===== src/rtl/serial_add_sub_pkg.sv =====
// serial_add_sub_pkg: shared FSM encoding and sizing helpers for serial_add_sub.
// No ports. Imported by serial_add_sub.
package serial_add_sub_pkg;

    typedef enum logic [1:0] {
        ST_IDLE = 2'd0,
        ST_RUN  = 2'd1,
        ST_DONE = 2'd2
    } state_e;

    function automatic int nchunk(input int width, input int chunk);
        return width / chunk;
    endfunction

    // A counter over a single chunk still needs one bit to be a legal vector.
    function automatic int cnt_w(input int n);
        return (n > 1) ? $clog2(n) : 1;
    endfunction

endpackage


===== src/rtl/serial_add_sub_if.sv =====
// serial_add_sub_if: operand/result handshake bundle for serial_add_sub.
// Signals: in_valid/in_ready/a/b/sub (operation request),
//          out_valid/out_ready/result/cout/overflow (result handoff).
// Modports: master drives requests and consumes results; slave is the adder.
interface serial_add_sub_if #(
    parameter int WIDTH = 8
);
    logic             in_valid;
    logic             in_ready;
    logic [WIDTH-1:0] a;
    logic [WIDTH-1:0] b;
    logic             sub;
    logic             out_valid;
    logic             out_ready;
    logic [WIDTH-1:0] result;
    logic             cout;
    logic             overflow;

    modport master (
        output in_valid, a, b, sub, out_ready,
        input  in_ready, out_valid, result, cout, overflow
    );

    modport slave (
        input  in_valid, a, b, sub, out_ready,
        output in_ready, out_valid, result, cout, overflow
    );
endinterface


===== src/rtl/serial_add_sub_chunk_adder.sv =====
// chunk_adder: CHUNK-bit ripple of full adders.
// Ports: a_i, b_i (CHUNK-bit addends), cin_i (carry in),
//        sum_o (CHUNK-bit sum), cout_o (carry out of top bit),
//        c_msb_o (carry into top bit, used for signed overflow).
module chunk_adder #(
    parameter int CHUNK = 2
) (
    input  logic [CHUNK-1:0] a_i,
    input  logic [CHUNK-1:0] b_i,
    input  logic             cin_i,
    output logic [CHUNK-1:0] sum_o,
    output logic             cout_o,
    output logic             c_msb_o
);
    logic c;

    always_comb begin
        c       = cin_i;
        c_msb_o = cin_i;
        sum_o   = '0;
        for (int i = 0; i < CHUNK; i++) begin
            c_msb_o  = c;
            sum_o[i] = a_i[i] ^ b_i[i] ^ c;
            c        = (a_i[i] & b_i[i]) | (c & (a_i[i] ^ b_i[i]));
        end
        cout_o = c;
    end
endmodule


===== src/rtl/serial_add_sub.sv =====
// serial_add_sub: multi-cycle adder/subtractor, CHUNK bits per clock, with carry and signed overflow.
// Ports: clk, rst_n (async active-low), bus (serial_add_sub_if.slave: request and result handshake).
// Optional: define SERIAL_ADD_SUB_SATURATE_EN to saturate the result on signed overflow.
module serial_add_sub
    import serial_add_sub_pkg::*;
#(
    parameter int WIDTH = 8,
    parameter int CHUNK = 2
) (
    input logic              clk,
    input logic              rst_n,
    serial_add_sub_if.slave  bus
);
    localparam int NCHUNK = nchunk(WIDTH, CHUNK);
    localparam int CW     = cnt_w(NCHUNK);

    if (WIDTH % CHUNK != 0) begin : g_bad_chunk
        $error("serial_add_sub: WIDTH must be a multiple of CHUNK");
    end

    state_e           state_q, state_d;
    logic [CW-1:0]    cnt_q, cnt_d;
    logic             carry_q, carry_d;
    logic [WIDTH-1:0] opa_q, opa_d;
    logic [WIDTH-1:0] opb_q, opb_d;
    logic [WIDTH-1:0] sh_q, sh_d;
    logic [WIDTH-1:0] res_q, res_d;
    logic             cout_q, cout_d;
    logic             ovf_q, ovf_d;

    logic [CHUNK-1:0] sum;
    logic             c_out;
    logic             c_msb;
    logic [WIDTH-1:0] fin;
    logic [WIDTH-1:0] res_fin;
    logic             last;

    chunk_adder #(.CHUNK(CHUNK)) u_add (
        .a_i     (opa_q[CHUNK-1:0]),
        .b_i     (opb_q[CHUNK-1:0]),
        .cin_i   (carry_q),
        .sum_o   (sum),
        .cout_o  (c_out),
        .c_msb_o (c_msb)
    );

    assign last = cnt_q == CW'(NCHUNK - 1);
    // New chunk enters at the top; after NCHUNK steps the LSB chunk has reached bit 0.
    assign fin  = WIDTH'({sum, sh_q} >> CHUNK);

`ifdef SERIAL_ADD_SUB_SATURATE_EN
    // Overflow implies both operands share A's sign, so A's MSB picks the rail.
    assign res_fin = (c_msb ^ c_out) ? {opa_q[CHUNK-1], {(WIDTH-1){~opa_q[CHUNK-1]}}} : fin;
`else
    assign res_fin = fin;
`endif

    always_comb begin
        state_d = state_q;
        cnt_d   = cnt_q;
        carry_d = carry_q;
        opa_d   = opa_q;
        opb_d   = opb_q;
        sh_d    = sh_q;
        res_d   = res_q;
        cout_d  = cout_q;
        ovf_d   = ovf_q;
        case (state_q)
            ST_IDLE: if (bus.in_valid) begin
                opa_d   = bus.a;
                opb_d   = bus.sub ? ~bus.b : bus.b;
                carry_d = bus.sub;
                cnt_d   = '0;
                state_d = ST_RUN;
            end
            ST_RUN: begin
                sh_d    = fin;
                carry_d = c_out;
                opa_d   = opa_q >> CHUNK;
                opb_d   = opb_q >> CHUNK;
                cnt_d   = cnt_q + CW'(1);
                if (last) begin
                    res_d   = res_fin;
                    cout_d  = c_out;
                    ovf_d   = c_msb ^ c_out;
                    state_d = ST_DONE;
                end
            end
            ST_DONE: state_d = bus.out_ready ? ST_IDLE : ST_DONE;
            default: state_d = ST_IDLE;
        endcase
    end

    always_ff @(posedge clk or negedge rst_n) begin
        if (!rst_n) begin
            state_q <= ST_IDLE;
            cnt_q   <= '0;
            carry_q <= 1'b0;
            opa_q   <= '0;
            opb_q   <= '0;
            sh_q    <= '0;
            res_q   <= '0;
            cout_q  <= 1'b0;
            ovf_q   <= 1'b0;
        end else begin
            state_q <= state_d;
            cnt_q   <= cnt_d;
            carry_q <= carry_d;
            opa_q   <= opa_d;
            opb_q   <= opb_d;
            sh_q    <= sh_d;
            res_q   <= res_d;
            cout_q  <= cout_d;
            ovf_q   <= ovf_d;
        end
    end

    assign bus.in_ready  = state_q == ST_IDLE;
    assign bus.out_valid = state_q == ST_DONE;
    assign bus.result    = res_q;
    assign bus.cout      = cout_q;
    assign bus.overflow  = ovf_q;
endmodule


===== src/flat_wrapper.sv =====
// flat-port wrapper written by rule: the top's interface ports become plain ports
module serial_add_sub_flat import serial_add_sub_pkg::*;
#(
    parameter int WIDTH = 8,
    parameter int CHUNK = 2
)
  (clk, rst_n, bus_in_valid, bus_a, bus_b, bus_sub, bus_out_ready, bus_in_ready, bus_out_valid, bus_result, bus_cout, bus_overflow);
  serial_add_sub_if #(.WIDTH(WIDTH)) bus_i ();
  input logic clk;
  input logic rst_n;
  input wire logic [$bits(bus_i.in_valid)-1:0] bus_in_valid;
  input wire logic [$bits(bus_i.a)-1:0] bus_a;
  input wire logic [$bits(bus_i.b)-1:0] bus_b;
  input wire logic [$bits(bus_i.sub)-1:0] bus_sub;
  input wire logic [$bits(bus_i.out_ready)-1:0] bus_out_ready;
  output wire logic [$bits(bus_i.in_ready)-1:0] bus_in_ready;
  output wire logic [$bits(bus_i.out_valid)-1:0] bus_out_valid;
  output wire logic [$bits(bus_i.result)-1:0] bus_result;
  output wire logic [$bits(bus_i.cout)-1:0] bus_cout;
  output wire logic [$bits(bus_i.overflow)-1:0] bus_overflow;
  assign bus_i.in_valid = bus_in_valid;
  assign bus_i.a = bus_a;
  assign bus_i.b = bus_b;
  assign bus_i.sub = bus_sub;
  assign bus_i.out_ready = bus_out_ready;
  assign bus_in_ready = bus_i.in_ready;
  assign bus_out_valid = bus_i.out_valid;
  assign bus_result = bus_i.result;
  assign bus_cout = bus_i.cout;
  assign bus_overflow = bus_i.overflow;
  serial_add_sub #(.WIDTH(WIDTH), .CHUNK(CHUNK)) u_core (.clk(clk), .rst_n(rst_n), .bus(bus_i));
endmodule

===== config.mk =====
export PLATFORM = sky130hd
export DESIGN_NAME = serial_add_sub_flat
export DESIGN_NICKNAME = d
export VERILOG_FILES = /design/src/rtl/serial_add_sub_pkg.sv /design/src/rtl/serial_add_sub_if.sv /design/src/rtl/serial_add_sub_chunk_adder.sv /design/src/rtl/serial_add_sub.sv /design/src/flat_wrapper.sv
export SDC_FILE = /design/constraint.sdc
export NUM_CORES = 1
export LEC_CHECK = 0
export CORE_UTILIZATION = 46
export CTS_CLUSTER_SIZE = 12
export DETAILED_ROUTE_END_ITERATION = 12
export MAX_ROUTING_LAYER = met4
export PLACE_DENSITY = 0.78
export SLEW_MARGIN = 20
export SYNTH_ARGS = -nofsm -noshare
export SYNTH_HDL_FRONTEND = slang
export SYNTH_SLANG_ARGS = --single-unit

===== constraint.sdc =====
create_clock -name clk -period 1.5 [get_ports clk]
set_input_delay 0.3 -clock clk [delete_from_list [all_inputs] [get_ports clk]]
set_output_delay 0.3 -clock clk [all_outputs]
set_load 0.05 [all_outputs]

==> tab_implementation.tex, run 1 <==
\begin{tabular}{lr}
\hline
Metric & Value \\
\hline
\multicolumn{2}{l}{\textbf{Synth}} \\
\quad Fraction of the yosys area taken by sequential cells & 52.4\% \\
\quad Main area contributors after synthesis & sky130\_fd\_sc\_hd\_\_dfrtp\_1 (52\%), sky130\_fd\_sc\_hd\_\_nand2\_1 (6.4\%), sky130\_fd\_sc\_hd\_\_o21ai\_0 (4.5\%) \\
\quad EDFF count, synth & 0 \\
\quad Leading cell type by number of instances after synthesis & sky130\_fd\_sc\_hd\_\_dfrtp\_1 \\
\quad Unique cell type count in the Yosys netlist & 28 \\
\quad Dominant synthesized flop cell & sky130\_fd\_sc\_hd\_\_dfrtp\_1 \\
\quad Yosys top cell area share & 52.4\% \\
\quad Share of async-settable or async-resettable flops after synthesis & 100\% \\
\quad Post-synthesis sequential element count & 37 \\
\quad Net count of the mapped netlist & 191 \\
\quad Commonest cells in the netlist & sky130\_fd\_sc\_hd\_\_dfrtp\_1 (37), sky130\_fd\_sc\_hd\_\_nand2\_1 (30), sky130\_fd\_sc\_hd\_\_o21ai\_0 (16) \\
\quad Number of warnings reported in the yosys synthesis log & 0 \\
\quad Area of the mapped netlist & 1770 sq um \\
\quad Cell count after synthesis & 167 \\
\quad Avg Synthesized Cell Area & 10.6 sq um \\
\quad Largest area contributor in the synthesized netlist & sky130\_fd\_sc\_hd\_\_dfrtp\_1 \\
\multicolumn{2}{l}{\textbf{Critical path}} \\
\quad Start point of the critical path & u\_core.opa\_q[0] \\
\quad Worst path bufs/invs & 1 \\
\quad CP Data Arrival Time & 1710 ps \\
\quad Worst setup path endpoint & u\_core.sh\_q[7] \\
\quad Worst Path Class, Setup & flip-flop to flip-flop \\
\quad Max stage delay on crit path & 560 ps \\
\quad Type of origin of the critical path & flip-flop \\
\quad Data required, critical path & 1660 ps \\
\quad CP cell instances & inv\_2, fa\_2, fa\_2, o21ai\_1 \\
\quad Slack of the worst reg-to-reg path & -40 ps \\
\quad Capturing point of the worst reg2reg path & u\_core.sh\_q[7] \\
\quad Biggest fanout along the worst timing path & 2 \\
\quad Most Frequent Cell on Critical Path & sky130\_fd\_sc\_hd\_\_fa\_2 \\
\quad Length in cells of the worst reg-to-reg path & 4 \\
\quad Crit path depth & 4 \\
\quad Setup crit end kind & flip-flop \\
\quad Cell family contributing the most delay on the critical path & adder cells \\
\quad Slowest cell on the critical path & sky130\_fd\_sc\_hd\_\_fa\_2 \\
\quad Critical register-to-register path startpoint & u\_core.opa\_q[0] \\
\multicolumn{2}{l}{\textbf{Floorplan}} \\
\quad Height of the chip & 64.0 microns \\
\quad I/O pin count & 33 \\
\quad Die X-Extent & 64.0 microns \\
\quad CORE AREA & 3660 sq um \\
\quad Initial core utilization & 48.2\% \\
\quad Placement row count & 22 \\
\quad Die area & 4090 sq um \\
\multicolumn{2}{l}{\textbf{Route}} \\
\quad Remaining routing DRC violations & 0 \\
\quad WL/cell & 13.5 microns \\
\quad Antenna Violating Nets Remaining & 0 \\
\quad Total number of vias & 1342 \\
\quad Via-to-Cell Ratio & 5.08 \\
\quad Total detailed-routing wirelength & 3570 microns \\
\quad Number of design-rule violations left by the first detailed-router iteration & 42 \\
\quad Drt first pass iters & 4 \\
\multicolumn{2}{l}{\textbf{Timing}} \\
\quad Setup clock skew after layout & 4.47 ps \\
\quad Post-route fraction of the period consumed by the critical path & 103\% \\
\quad Headroom to the max-slew limit & 81.4\% \\
\quad Final-report max-slew violation count & 0 \\
\quad Worst Hold Margin & 391 ps \\
\quad Worst Tran Pin Value & 278 ps \\
\quad RSZ-0062 raised after global routing & yes \\
\quad Post-route worst setup slack & -43.1 ps \\
\quad Total setup violations reported at the end of the flow & 4 \\
\quad Minimum clock period & 1540 ps \\
\quad Final hold violation count & 0 \\
\quad Maximum clock frequency & 648 MHz \\
\multicolumn{2}{l}{\textbf{CTS}} \\
\quad Hold buffer count at cts & 0 \\
\quad Sinks on the clock net & 37 \\
\quad CTS tree & done \\
\quad Clock latency on the worst-skew pair & 280 ps \\
\quad Number of buffers on the longest clock path & 2 \\
\quad Clock H-tree levels & 2 \\
\quad Number of clock buffers inserted by TritonCTS & 5 \\
\quad Clock transition at path regs & 70 ps \\
\quad Clock Root Buffer & sky130\_fd\_sc\_hd\_\_clkbuf\_8 \\
\multicolumn{2}{l}{\textbf{Worst hold path}} \\
\quad Type of the most critical hold path & input pin to async pin \\
\multicolumn{2}{l}{\textbf{Global routing}} \\
\quad Number of antenna violations at the first check in global routing & 0 \\
\quad Pin count of the biggest net entering global routing & 38 \\
\quad Global routing usage summed across all routing layers & 19.4\% \\
\quad Via count of the first global-routing pass & 1412 \\
\quad Gr ovfl total & 0 \\
\quad Global-route wire length before repair & 6010 microns \\
\multicolumn{2}{l}{\textbf{Placed design}} \\
\quad Placed cell areas & 2310 sq um \\
\quad Number of buffers added on ports & 32 \\
\quad DPL Wire Length & 2540 microns \\
\quad Final RePlAce weighted congestion & 0.784 \\
\multicolumn{2}{l}{\textbf{Power}} \\
\quad Leak Pwr & 1.15 nW \\
\quad Max IR drop VDD & 0.913 mV \\
\quad Power density relative to cell area & 2110 nW/um\^{}2 \\
\quad Final total power & 5.23 mW \\
\multicolumn{2}{l}{\textbf{Cells and area}} \\
\quad Layout-stage area growth over the synthesis result & 40.5\% \\
\quad Post-Layout Inst Area & 2480 sq um \\
\quad Proportion of layout cells with a drive suffix above 1 & 30.6\% \\
\quad Layout Nets & 239 \\
\quad Diodes inserted & 0 \\
\quad Filler Cells Inserted & 282 \\
\multicolumn{2}{l}{\textbf{Status}} \\
\quad Run status & finished with violations \\
\quad Violated checks & negative setup slack \\
\multicolumn{2}{l}{\textbf{Job}} \\
\quad Number of max-capacitance violations reported & 0 \\
\hline
\end{tabular}
## cell usage in the layout (no fill, tap or decap), drive strengths merged, types with 5 or more instances in the layout
master,instances
a21oi,12
a221o,6
and3b,6
buf,32
clkbuf,5
clkdlybuf4s50,20
dfrtp,37
inv,7
mux2,6
nand2,30
nor2,8
nor2b,6
o21ai,18
xnor2,7
## worst min-delay path by stage
stage                     cells past startpoint                   end      startpoint  slack, ps
final                                         2       u_core.bus.cout           rst_n        390
after global routing                          2        u_core.sh_q[7]           rst_n        410
after detailed placement                      2        u_core.sh_q[2]  u_core.sh_q[2]        460
after global placement                        2        u_core.sh_q[3]  u_core.sh_q[3]        460
after CTS                                     2  u_core.bus.result[7]           rst_n        400
after floorplan                               0       u_core.bus.cout           rst_n          4
## logic make-up (layout without fill, tap and decap cells)
kind of cell             after synthesis  in the layout  share of synthesized area (%)
AND/OR/NAND/NOR                       55             55                           16.7
AO/OA/AOI/OAI                         38             38                           13.0
flip-flops                            37             37                           52.4
buffers and inverters                 18             67                           5.74
XOR/XNOR                               9              9                           4.47
multiplexers                           7              7                           4.61
adder cells (fa/ha/maj)                3              3                           2.98
## stage by stage
stage / setup WS [ps] / setup TNS [ps] / cells / utilization [%]
global placement: -140 / -1370 / 249 / 63.1
global route: -79.3 / -296 / 264 / 67.7
CTS: -55.0 / -217 / 262 / 66.8
detailed placement: -238 / -2400 / 249 / 63.1
finish: -43.1 / -123 / 264 / 67.7
floorplan: 5.03 / 0 / 167 / -
## power by group
group          switching [mW]  leakage (nW)  internal (mW)
registers               0.319         0.473           1.42
clock network           0.344        0.0439          0.320
logic                    1.42         0.633           1.40
total                    2.09          1.15           3.14
## sequential cells by signal, summed over array words and instances (netlist names)
| name | flops |
|---|---|
| u_core.bus.overflow | 1 |
| u_core.bus.cout | 1 |
| u_core.bus.result | 8 |
| u_core.sh_q | 6 |
| u_core.cnt_q | 2 |
| u_core.carry_q | 1 |
| u_core.state_q | 2 |
| u_core.opa_q | 8 |
| u_core.opb_q | 8 |
## metal layers
| layer | track usage, % | wire (microns) | up-vias |
|---|---|---|---|
| met3 | 5.18 | 155 | 7 |
| met2 | 32.8 | 1850 | 35 |
| met1 | 22.5 | 1520 | 645 |
| li1 | - | - | 655 |
| met4 | 5.68 | 44 | 0 |
| met5 | - | 0 | - |
## final cells by class
type | instances | area [sq um] | area share (%)
Sequential cell | 37 | 928 | 37.4
Multi-Input combinational cell | 112 | 772 | 31.1
Timing Repair Buffer | 52 | 607 | 24.5
Clock buffer | 5 | 68.8 | 2.77
Tap cell | 48 | 60.1 | 2.42
Inverter | 7 | 26.3 | 1.06
Clock inverter | 3 | 17.5 | 0.706
## timing repair
item                                    CTS  global route
endpoints found under the setup margin    6             8
setup buffers                             5             2
pin swaps                                 5             3
resized for setup                         9             5
Power figures use the tool's default switching activity.
==> run 2: changes to the inputs <==
Settings changed: PLACE_DENSITY 0.78 to not set, PLACE_DENSITY_LB_ADDON set to 0.05.
==> run 2 against run 1 <==
The run still ends with negative setup slack left. Via count barely moved. Sequential share of layout area fell by 0.72 points. Worst hold slack got worse by 6.4 ps. Critical endpoint unchanged. First-iteration DRC count rose by 71%. Count of clock-buffer cells in the layout rose by 1. Routed wire length fell by 4.8%.
==> tab_implementation.tex, run 2 (synthesis results as in run 1) <==
\begin{tabular}{lr}
\hline
Metric & Value \\
\hline
\multicolumn{2}{l}{\textbf{Global routing}} \\
\quad Met2 usage in global routing & 32.7\% (-0.13 points) \\
\quad Gr ovfl total & 0 (unchanged) \\
\quad Global routing usage summed across all routing layers & 19.7\% (+0.35 points) \\
\quad Global-route wire length before repair & 5970 microns (-0.68\%) \\
\quad Pin count of the biggest net entering global routing & 38 (unchanged) \\
\quad Via count of the first global-routing pass & 1358 (-3.8\%) \\
\quad Met3 track demand over resource in global routing & 5.71\% (+0.54 points) \\
\quad Met1 Use GR & 23.0\% (+0.47 points) \\
\quad Number of antenna violations at the first check in global routing & 0 (unchanged) \\
\quad Busiest layer in global routing & met2 \\
\multicolumn{2}{l}{\textbf{Floorplan}} \\
\quad CORE AREA & 3660 sq um (unchanged) \\
\quad Die X-Extent & 64.0 microns (unchanged) \\
\quad Placement row count & 22 (unchanged) \\
\quad Die area & 4090 sq um (unchanged) \\
\quad Height of the chip & 64.0 microns (unchanged) \\
\quad I/O pin count & 33 (unchanged) \\
\quad Initial core utilization & 48.2\% (unchanged) \\
\multicolumn{2}{l}{\textbf{Power}} \\
\quad Proportion of power drawn by flip-flops and latches & 32.4\% (-0.9 points) \\
\quad Max IR drop VDD & 0.939 mV (+2.9\%) \\
\quad Internal Dissipation & 3.28 mW (+4.3\%) \\
\quad Reported net switching power & 2.06 mW (-1.1\%) \\
\quad Power density relative to cell area & 2110 nW/um\^{}2 (+0.18\%) \\
\quad Final total power & 5.34 mW (+2.2\%) \\
\quad Sw Share & 38.6\% (-1.3 points) \\
\quad Leak Pwr & 1.18 nW (+2.8\%) \\
\quad Share of total power in the clock network & 12.4\% (-0.3 points) \\
\quad Combinational share of power & 55.2\% (+1.2 points) \\
\multicolumn{2}{l}{\textbf{Cells and area}} \\
\quad Filler Cells Inserted & 285 (+1.1\%) \\
\quad Diodes inserted & 0 (unchanged) \\
\quad Layout Nets & 245 (+2.5\%) \\
\quad Area taken by flip-flops and latches & 928 sq um (unchanged) \\
\quad Most frequent cells in the layout & sky130\_fd\_sc\_hd\_\_dfrtp\_1 (35), sky130\_fd\_sc\_hd\_\_nand2\_1 (30), sky130\_fd\_sc\_hd\_\_buf\_4 (23) \\
\quad Area of combinational cells with multiple inputs & 767 sq um (-0.65\%) \\
\quad Proportion of layout cells with a drive suffix above 1 & 32.0\% (+1.4 points) \\
\quad Final instance count without filler cells & 270 (+2.3\%) \\
\quad Most common cell after layout, fill and taps aside & sky130\_fd\_sc\_hd\_\_dfrtp\_1 \\
\quad Layout-stage area growth over the synthesis result & 43.2\% \\
\multicolumn{2}{l}{\textbf{CTS}} \\
\quad Sinks on the clock net & 37 (unchanged) \\
\quad Number of buffers on the longest clock path & 2 (unchanged) \\
\quad Clock transition at path regs & 70 ps (about the same) \\
\quad Clock H-tree levels & 2 (unchanged) \\
\quad Clock Root Buffer & sky130\_fd\_sc\_hd\_\_clkbuf\_8 \\
\quad CTS tree & done \\
\quad Clock latency on the worst-skew pair & 290 ps (about the same) \\
\quad Number of clock buffers inserted by TritonCTS & 5 (unchanged) \\
\multicolumn{2}{l}{\textbf{Status}} \\
\quad Violated checks & negative setup slack \\
\quad Run status & finished with violations \\
\multicolumn{2}{l}{\textbf{Critical path}} \\
\quad Worst path bufs/invs & 1 (unchanged) \\
\quad Type of origin of the critical path & flip-flop \\
\quad Setup crit end kind & flip-flop \\
\quad Biggest fanout along the worst timing path & 2 (unchanged) \\
\quad Most Frequent Cell on Critical Path & sky130\_fd\_sc\_hd\_\_fa\_2 \\
\quad Data required, critical path & 1670 ps (about the same) \\
\quad Slowest cell on the critical path & sky130\_fd\_sc\_hd\_\_fa\_2 \\
\quad Max stage delay on crit path & 560 ps (about the same) \\
\quad Worst Path Class, Setup & flip-flop to flip-flop \\
\quad CP Data Arrival Time & 1720 ps (about the same) \\
\quad Cell family contributing the most delay on the critical path & adder cells \\
\quad CP cell instances & inv\_2, fa\_2, fa\_2, o21ai\_1 \\
\multicolumn{2}{l}{\textbf{Placed design}} \\
\quad DPL Wire Length & 2400 microns (-5.8\%) \\
\quad Number of buffers added on ports & 32 (unchanged) \\
\quad Count of placed standard cells including taps & 249 (unchanged) \\
\quad Final RePlAce weighted congestion & 0.705 (-10\%) \\
\quad Post-Place Setup Slack & -222 ps (+16.7 ps) \\
\multicolumn{2}{l}{\textbf{Timing}} \\
\quad Total setup violations reported at the end of the flow & 4 (unchanged) \\
\quad Post-route fraction of the period consumed by the critical path & 103\% (+0.50 points) \\
\quad Maximum clock frequency & 645 MHz (-0.48\%) \\
\quad RSZ-0062 raised after global routing & yes \\
\quad Post-route worst setup slack & -50.6 ps (-7.52 ps) \\
\quad Setup clock skew after layout & 3.82 ps (-0.649 ps) \\
\quad Final hold violation count & 0 (unchanged) \\
\quad Minimum clock period & 1550 ps (+7.52 ps) \\
\quad Headroom to the max-slew limit & 69.5\% (-12 points) \\
\quad Worst Tran Pin Value & 456 ps (+177 ps) \\
\quad Final-report max-slew violation count & 0 (unchanged) \\
\multicolumn{2}{l}{\textbf{Route}} \\
\quad Drt first pass iters & 4 (unchanged) \\
\quad Remaining routing DRC violations & 0 (unchanged) \\
\quad Total number of vias & 1341 (-0.075\%) \\
\quad Total detailed-routing wirelength & 3400 microns (-4.8\%) \\
\quad Via-to-Cell Ratio & 4.97 (-2.3\%) \\
\quad Number of design-rule violations left by the first detailed-router iteration & 72 (+71\%) \\
\quad Antenna Violating Nets Remaining & 0 (unchanged) \\
\quad WL/cell & 12.6 microns (-7.0\%) \\
\multicolumn{2}{l}{\textbf{Job}} \\
\quad Number of max-capacitance violations reported & 0 (unchanged) \\
\multicolumn{2}{l}{\textbf{Worst hold path}} \\
\quad Type of the most critical hold path & input pin to async pin \\
\hline
\end{tabular}
==> run 2: what timing repair did <==
action / 4_1_cts / 5_1_grt
gates resized for setup: 11 / 6
pin swaps: 0 / 1
buffers inserted: 3 / 10
hold buffers: 0 / 0
setup endpoints to repair: 13 / 18
==> run 2: final cells by class <==
cell class	count	area share, %
well taps	48	2.38
clock inverters	2	0.396
flip-flops and latches	37	36.7
inverters	7	1.04
multi-input cells	112	30.3
repair buffers	58	26.3
clock buffers	6	2.87
==> run 2: final timing paths <==
kind                       slack (ps)                    to  cells after the start            start
max                               -50        u_core.sh_q[7]                      4  u_core.opa_q[0]
min                               390  u_core.bus.result[7]                      2            rst_n
max reg2reg                       -50        u_core.sh_q[7]                      4  u_core.opa_q[0]
min reg2reg                       490        u_core.sh_q[3]                      2   u_core.sh_q[3]
max in group asynchronous         910     u_core.state_q[0]                      2            rst_n
min in group clk                  490        u_core.sh_q[3]                      2   u_core.sh_q[3]
==> run 2: routing by layer <==
| metal | vias to the layer above | part of all wire, % |
|---|---|---|
| li1 | 662 | - |
| met1 | 646 | 43 |
| met2 | 28 | 52 |
| met3 | 5 | 4.2 |
| met4 | 0 | 1.0 |
| met5 | - | 0 |
==> run 2: power by group through the flow <==
stage / Combinational (mW) / Clock, mW / Sequential [mW]
after global routing: 3.18 / 0.727 / 1.79
after global placement: 2.53 / 0 / 1.75
final: 2.95 / 0.663 / 1.73
after CTS: 2.74 / 0.693 / 1.73
after detailed placement: 2.59 / 0 / 1.77
after floorplan: 1.28 / 0 / 2.03
==> run 2: per-stage QoR <==
stage / hold WS [ps] / cell area [sq um] / utilization (%) / setup TNS (ps)
global placement: 462 / 2310 / 63.1 / -1690
finish: 385 / 2530 / 69.1 / -99.8
floorplan: 4.41 / 1770 / - / 0
global route: 418 / 2530 / 69.1 / -378
CTS: 396 / 2430 / 66.4 / -116
detailed placement: 471 / 2310 / 63.1 / -2300
